<file path="config.mk">
export PLATFORM = sky130hd
export DESIGN_NAME = clock_divider_bank
export DESIGN_NICKNAME = d
export VERILOG_FILES = /design/src/rtl/clock_divider_bank.sv
export SDC_FILE = /design/constraint.sdc
export NUM_CORES = 1
export LEC_CHECK = 0
export CORE_UTILIZATION = 45
export DETAILED_ROUTE_END_ITERATION = 6
export PLACE_DENSITY = 0.65
export SYNTH_ARGS = -nofsm -noshare
export SYNTH_HDL_FRONTEND = slang
export SYNTH_SLANG_ARGS = --single-unit
export TNS_END_PERCENT = 50
</file>
<file path="constraint.sdc">
create_clock -name clk -period 14.7 [get_ports clk]
set_clock_uncertainty 0.15 [all_clocks]
set_input_delay 2.94 -clock clk [delete_from_list [all_inputs] [get_ports clk]]
set_output_delay 2.94 -clock clk [all_outputs]
set_load 0.005 [all_outputs]
</file>
<file path="src/rtl/clock_divider_bank.sv">
// clock_divider_bank
//   A bank of NUM_CH independent, run-time reprogrammable clock dividers.
//   Every channel runs off the one system clock and produces two outputs:
//   a one-cycle enable tick once per period, and a roughly 50% square wave.
//   This gives the 1 Hz timekeeping, 2 Hz blink and kHz display-scan enables
//   without creating any extra clock domains.
//
//   A new divisor is written to a per-channel shadow register. It becomes
//   active at that channel's next period boundary, or straight away on a
//   sync, so the outputs never glitch mid-period.
//
// Ports
//   clk      in   1        system clock; all logic runs on the rising edge
//   rst      in   1        synchronous, active-high reset
//   en       in   1        global count enable (counters freeze while low)
//   sync     in   1        synchronous restart / phase alignment of all channels
//   cfg_we   in   1        divisor write strobe (one cycle)
//   cfg_ch   in   CH_W     channel targeted by cfg_we
//   cfg_div  in   CNT_W    new divisor; 0 is rejected
//   cfg_err  out  1        one-cycle pulse flagging a rejected write
//   tick     out  NUM_CH   per-channel one-cycle pulse, once per period
//   sq       out  NUM_CH   per-channel square wave, high ceil(div/2) cycles

module clock_divider_bank #(
  parameter int NUM_CH = 3,
  parameter int CNT_W  = 32,
  parameter logic [NUM_CH*CNT_W-1:0] DIV_INIT =
    {32'd20_000, 32'd10_000_000, 32'd20_000_000},
  parameter int CH_W   = (NUM_CH > 1) ? $clog2(NUM_CH) : 1
) (
  input  logic              clk,
  input  logic              rst,
  input  logic              en,
  input  logic              sync,
  input  logic              cfg_we,
  input  logic [CH_W-1:0]   cfg_ch,
  input  logic [CNT_W-1:0]  cfg_div,
  output logic              cfg_err,
  output logic [NUM_CH-1:0] tick,
  output logic [NUM_CH-1:0] sq
);

  // The channel count is held one bit wider than cfg_ch, so that the
  // out-of-range test also works when NUM_CH is an exact power of two.
  localparam logic [CH_W:0] NUM_CH_L = (CH_W+1)'(NUM_CH);

  logic cfg_ok;

  // A write is legal only for a non-zero divisor aimed at an existing channel.
  assign cfg_ok = (cfg_div != '0) && ({1'b0, cfg_ch} < NUM_CH_L);

  // The error flag is registered. It pulses for exactly one cycle per
  // rejected write, and it is reported even while a sync is in progress.
  always_ff @(posedge clk) begin
    if (rst) begin
      cfg_err <= 1'b0;
    end else begin
      cfg_err <= cfg_we && !cfg_ok;
    end
  end

  for (genvar i = 0; i < NUM_CH; i++) begin : g_ch
    logic [CNT_W-1:0] cnt, div_act, div_shd;
    logic             pend, tick_r, sq_r;
    logic [CNT_W-1:0] cnt_n, act_n, shd_n;
    logic             pend_n, tick_n, sq_n;
    logic             wr_hit, wrap;

    assign wr_hit = cfg_we && cfg_ok && (cfg_ch == CH_W'(i));
    assign wrap   = (cnt == div_act - CNT_W'(1));

    // Next-state logic for one channel.
    //
    // A sync restarts the period. If a divisor is waiting in the shadow
    // register, the sync applies it first; a write in the same cycle then
    // becomes the new pending value.
    //
    // When counting, the last count of a period wraps the counter to zero.
    // The wrap also promotes a pending divisor. A write that lands on the
    // wrap edge takes over the new period directly.
    //
    // The square wave is computed from the post-edge count and the divisor
    // in force for it. While en is low the square wave simply holds.
    always_comb begin
      cnt_n  = cnt;
      act_n  = div_act;
      shd_n  = div_shd;
      pend_n = pend;
      tick_n = 1'b0;
      sq_n   = sq_r;
      if (sync) begin
        cnt_n = '0;
        sq_n  = 1'b0;
        if (pend) begin
          act_n  = div_shd;
          pend_n = 1'b0;
        end
        if (wr_hit) begin
          shd_n  = cfg_div;
          pend_n = 1'b1;
        end
      end else begin
        if (wr_hit) begin
          shd_n  = cfg_div;
          pend_n = 1'b1;
        end
        if (en) begin
          if (wrap) begin
            cnt_n  = '0;
            tick_n = 1'b1;
            if (wr_hit) begin
              act_n  = cfg_div;
              pend_n = 1'b0;
            end else if (pend) begin
              act_n  = div_shd;
              pend_n = 1'b0;
            end
          end else begin
            cnt_n = cnt + CNT_W'(1);
          end
          sq_n = (cnt_n >= (act_n >> 1));
        end
      end
    end

    // Channel registers. Reset reloads the build-time divisor, which
    // discards anything that was programmed at run time.
    always_ff @(posedge clk) begin
      if (rst) begin
        cnt     <= '0;
        div_act <= DIV_INIT[i*CNT_W +: CNT_W];
        div_shd <= DIV_INIT[i*CNT_W +: CNT_W];
        pend    <= 1'b0;
        tick_r  <= 1'b0;
        sq_r    <= 1'b0;
      end else begin
        cnt     <= cnt_n;
        div_act <= act_n;
        div_shd <= shd_n;
        pend    <= pend_n;
        tick_r  <= tick_n;
        sq_r    <= sq_n;
      end
    end

    assign tick[i] = tick_r;
    assign sq[i]   = sq_r;
  end

endmodule

</file>
==> flow_metrics.env <==
export IMPL_hpwl_um=60000
export IMPL_highest_layer="met5"
export IMPL_cp_max_fo=87
export IMPL_hp_class="reg2reg"
export IMPL_met1_length_um=36800
export IMPL_wirelength_um=85600
export IMPL_outcome="finished, final reports clean"
export IMPL_finalMaxSlewViolations=0
export IMPL_layout_nets=3154
export IMPL_relSlewSlack=0.184
export IMPL_ys_flop_type="dfxtp_1"
export IMPL_synth_area_um2=23900
export IMPL_portBuffers=45
export IMPL_cts_resized_gates=0
export IMPL_final_hold_viol_count=0
export IMPL_drt_first_pass_iters=6
export IMPL_path_cells="clkdlybuf4s50_1 > nor4_1 > nand4_1 > o21ai_1 > or3b_2 > buf_4 > and2_1 > buf_4 > a21boi_0 > nor3_1 > a21oi_1 > ha_1 > and3_1 > nand2_1 > o21ai_0 > a31oi_1 > o41ai_1 > a41o_1 > o21ai_0 > a31oi_1"
export IMPL_setup_tns_ns=0
export IMPL_finalSetupViolations=0
export IMPL_routabilityCongestion=0.950
export IMPL_async_flop_share=0
export IMPL_cts_buffers=38
export IMPL_core_area_um2=52600
export IMPL_r2r_slack_ns=8.10
export IMPL_cp_arrival_ns=8.28
export IMPL_drive_gt1_frac=0.0667
export IMPL_leakage_nw=9.09
export IMPL_dpl_cell_area_um2=24300
export IMPL_num_rows=84
export IMPL_cp_data_required_time_ns=15.05
export IMPL_ys_ff_latch=298
export IMPL_grt_pass1_vias=22300
export IMPL_die_area_um2=54100
export IMPL_timing_fmax_mhz=126
export IMPL_vias=24100
export IMPL_top_level_ports=46
export IMPL_grt_max_degree=106
export IMPL_synth_top_area_cell="dfxtp_1"
export IMPL_crit_path_max_incr_delay_ns=0.70
export IMPL_routed_via_density=6.46
export IMPL_clock_latency_ns=0.58
export IMPL_postCtsSetupBuffers=0
export IMPL_wl_met2_um=38400
export IMPL_postRouteAntennaNets=0
export IMPL_worst_setup_path_type="in2reg"
export IMPL_syn_instance_count=3215
export IMPL_synthTopCellsByArea="dfxtp_1 (25%), nor2_1 (5.4%), nand2_1 (5.4%)"
export IMPL_clock_sinks=298
export IMPL_areaGrowthSynthToFinish_pct=6.80
export IMPL_finalInstanceArea_um2=25600
export IMPL_maxCapViolations=0
export IMPL_grt_pass1_wl_um=131000
export IMPL_yosysMostFrequentCell="nor2_1"
export IMPL_antenna_found_initial=2
export IMPL_synth_top_area_share=0.249
export IMPL_wl_met3_um=7190
export IMPL_syn_nets=3353
export IMPL_clk_pin_slew_ns=0.06
export IMPL_remaining_drc_errors=0
export IMPL_synthTopCellsByCount="nor2_1 (343), nand2_1 (342), dfxtp_1 (298)"
export IMPL_slowest_stage="clkdlybuf4s50_1"
export IMPL_drt_iter0_markers=2715
export IMPL_die_y_um=233
export IMPL_vdd_drop_max_uv=67.1
export IMPL_cts_tree="done"
export IMPL_max_clock_path_buffers=3
export IMPL_cts_root_buf="clkbuf_16"
export IMPL_synth_enable_flop_cells=0
export IMPL_holdBufCountCts=0
export IMPL_yosysSeqAreaShare=0.249
export IMPL_cp_start_kind="input pin"
export IMPL_drt_wirelength_per_cell_um=22.9
export IMPL_htree_levels=2
export IMPL_die_w_um=233
export IMPL_grtUsageTotal=0.308
export IMPL_p_per_area_nw_per_um2=78.0
export IMPL_avgSynthCellArea_um2=7.44
export IMPL_start_util=0.455
export IMPL_rsz0062_at_grt="no"
export IMPL_worst_slew_pin_slew_ns=1.22
export IMPL_grt_overflow_total=0
export IMPL_fin_crit_ns=7.92
export IMPL_worstSetupEndpointType="register"
export IMPL_synth_distinct_cells=89
export IMPL_fin_crit_sh=0.539
export IMPL_yosys_warnings=0
## critical path, delay by kind of cell
family                   cells  cell delay, ns
AO/OA/AOI/OAI                9            1.98
adder cells (fa/ha/maj)      1            0.30
AND/OR/NAND/NOR              7            1.35
buffers and inverters        3            1.65
## worst paths after layout
kind              depth (start not counted)                               to                             from
setup / recovery                         20        g_ch[2].sq_r$_SDFFE_PP0P_                      cfg_div[29]
hold / removal                            2  g_ch[2].div_shd[0]$_SDFFE_PP0P_  g_ch[2].div_shd[0]$_SDFFE_PP0P_
setup reg to reg                         19        g_ch[1].sq_r$_SDFFE_PP0P_  g_ch[1].div_act[3]$_SDFFE_PP0P_
hold reg to reg                           2  g_ch[2].div_shd[0]$_SDFFE_PP0P_  g_ch[2].div_shd[0]$_SDFFE_PP0P_
## metrics by stage
step | cells | utilization | power (mW) | hold slack (ns) | setup slack [ns]
after floorplan | 3215 | - | 0.960 | 0.286 | 8.03
after global placement | 3664 | 0.462 | 1.02 | 0.313 | 6.44
after detailed placement | 3664 | 0.462 | 1.03 | 0.318 | 6.30
after CTS | 3730 | 0.486 | 2.00 | 0.325 | 6.90
after global routing | 3730 | 0.486 | 2.05 | 0.345 | 6.34
final | 3732 | 0.486 | 1.99 | 0.329 | 6.78
## final cells by class
| type | instances | area, um^2 |
|---|---|---|
| inverters | 35 | 131 |
| diodes | 2 | 5.00 |
| repair buffers | 89 | 777 |
| well taps | 688 | 861 |
| multi-input cells | 2554 | 16500 |
| clock inverters | 12 | 146 |
| flip-flops and latches | 298 | 5970 |
| clock buffers | 54 | 1120 |
| fillers | 5186 | 27000 |
## placed cells by master, fill, tap and decap left out, types with 36 or more instances in the layout
| master | synthesis | final |
|---|---|---|
| and3_1 | 43 | 43 |
| nand3_1 | 129 | 129 |
| clkbuf_16 | 0 | 39 |
| a22oi_1 | 49 | 49 |
| o211ai_1 | 66 | 66 |
| xor2_1 | 126 | 126 |
| o21ai_0 | 53 | 53 |
| nand4_1 | 54 | 54 |
| dfxtp_1 | 298 | 295 |
| a31o_2 | 36 | 36 |
| o22ai_1 | 54 | 54 |
| and2_1 | 37 | 37 |
| a31oi_1 | 40 | 39 |
| buf_4 | 7 | 44 |
| nor4_1 | 52 | 50 |
| nor2_1 | 343 | 341 |
| xnor2_1 | 119 | 119 |
| a211o_1 | 37 | 37 |
| nor3_1 | 66 | 65 |
| mux2i_1 | 120 | 120 |
| clkdlybuf4s50_1 | 0 | 43 |
| ha_1 | 99 | 99 |
| nand2_1 | 342 | 341 |
| a21oi_1 | 248 | 248 |
| or4_1 | 45 | 44 |
## registers in the layout (all words and copies together), names as in the netlist
name	flops
g_ch.tick_r	3
g_ch.cnt	96
g_ch.pend	3
g_ch.sq_r	3
g_ch.div_shd	96
cfg_err	1
g_ch.div_act	96
## logic make-up (layout without fill, tap and decap cells)
| logic type | after synthesis | in the layout | synth area share |
|---|---|---|---|
| other cells | 0 | 2 | 0 |
| compound gates | 814 | 814 | 0.231 |
| buf+inv | 363 | 190 | 0.0618 |
| xor+xnor | 246 | 246 | 0.0906 |
| flops | 298 | 298 | 0.249 |
| fa+ha+maj | 99 | 99 | 0.0518 |
| simple gates | 1272 | 1272 | 0.264 |
| mux | 123 | 123 | 0.0516 |
## per-layer routing
layer | vias up | global-route usage
li1 | 11300 | -
met1 | 11600 | 0.419
met2 | 1075 | 0.483
met3 | 177 | 0.0538
met4 | 2 | 0.117
met5 | - | 0
## power breakdown
part	internal [mW]	switching, mW
clock	0.583	0.396
combinational	0.0553	0.120
sequential	0.822	0.0190
(Power assumes the default switching activity.)
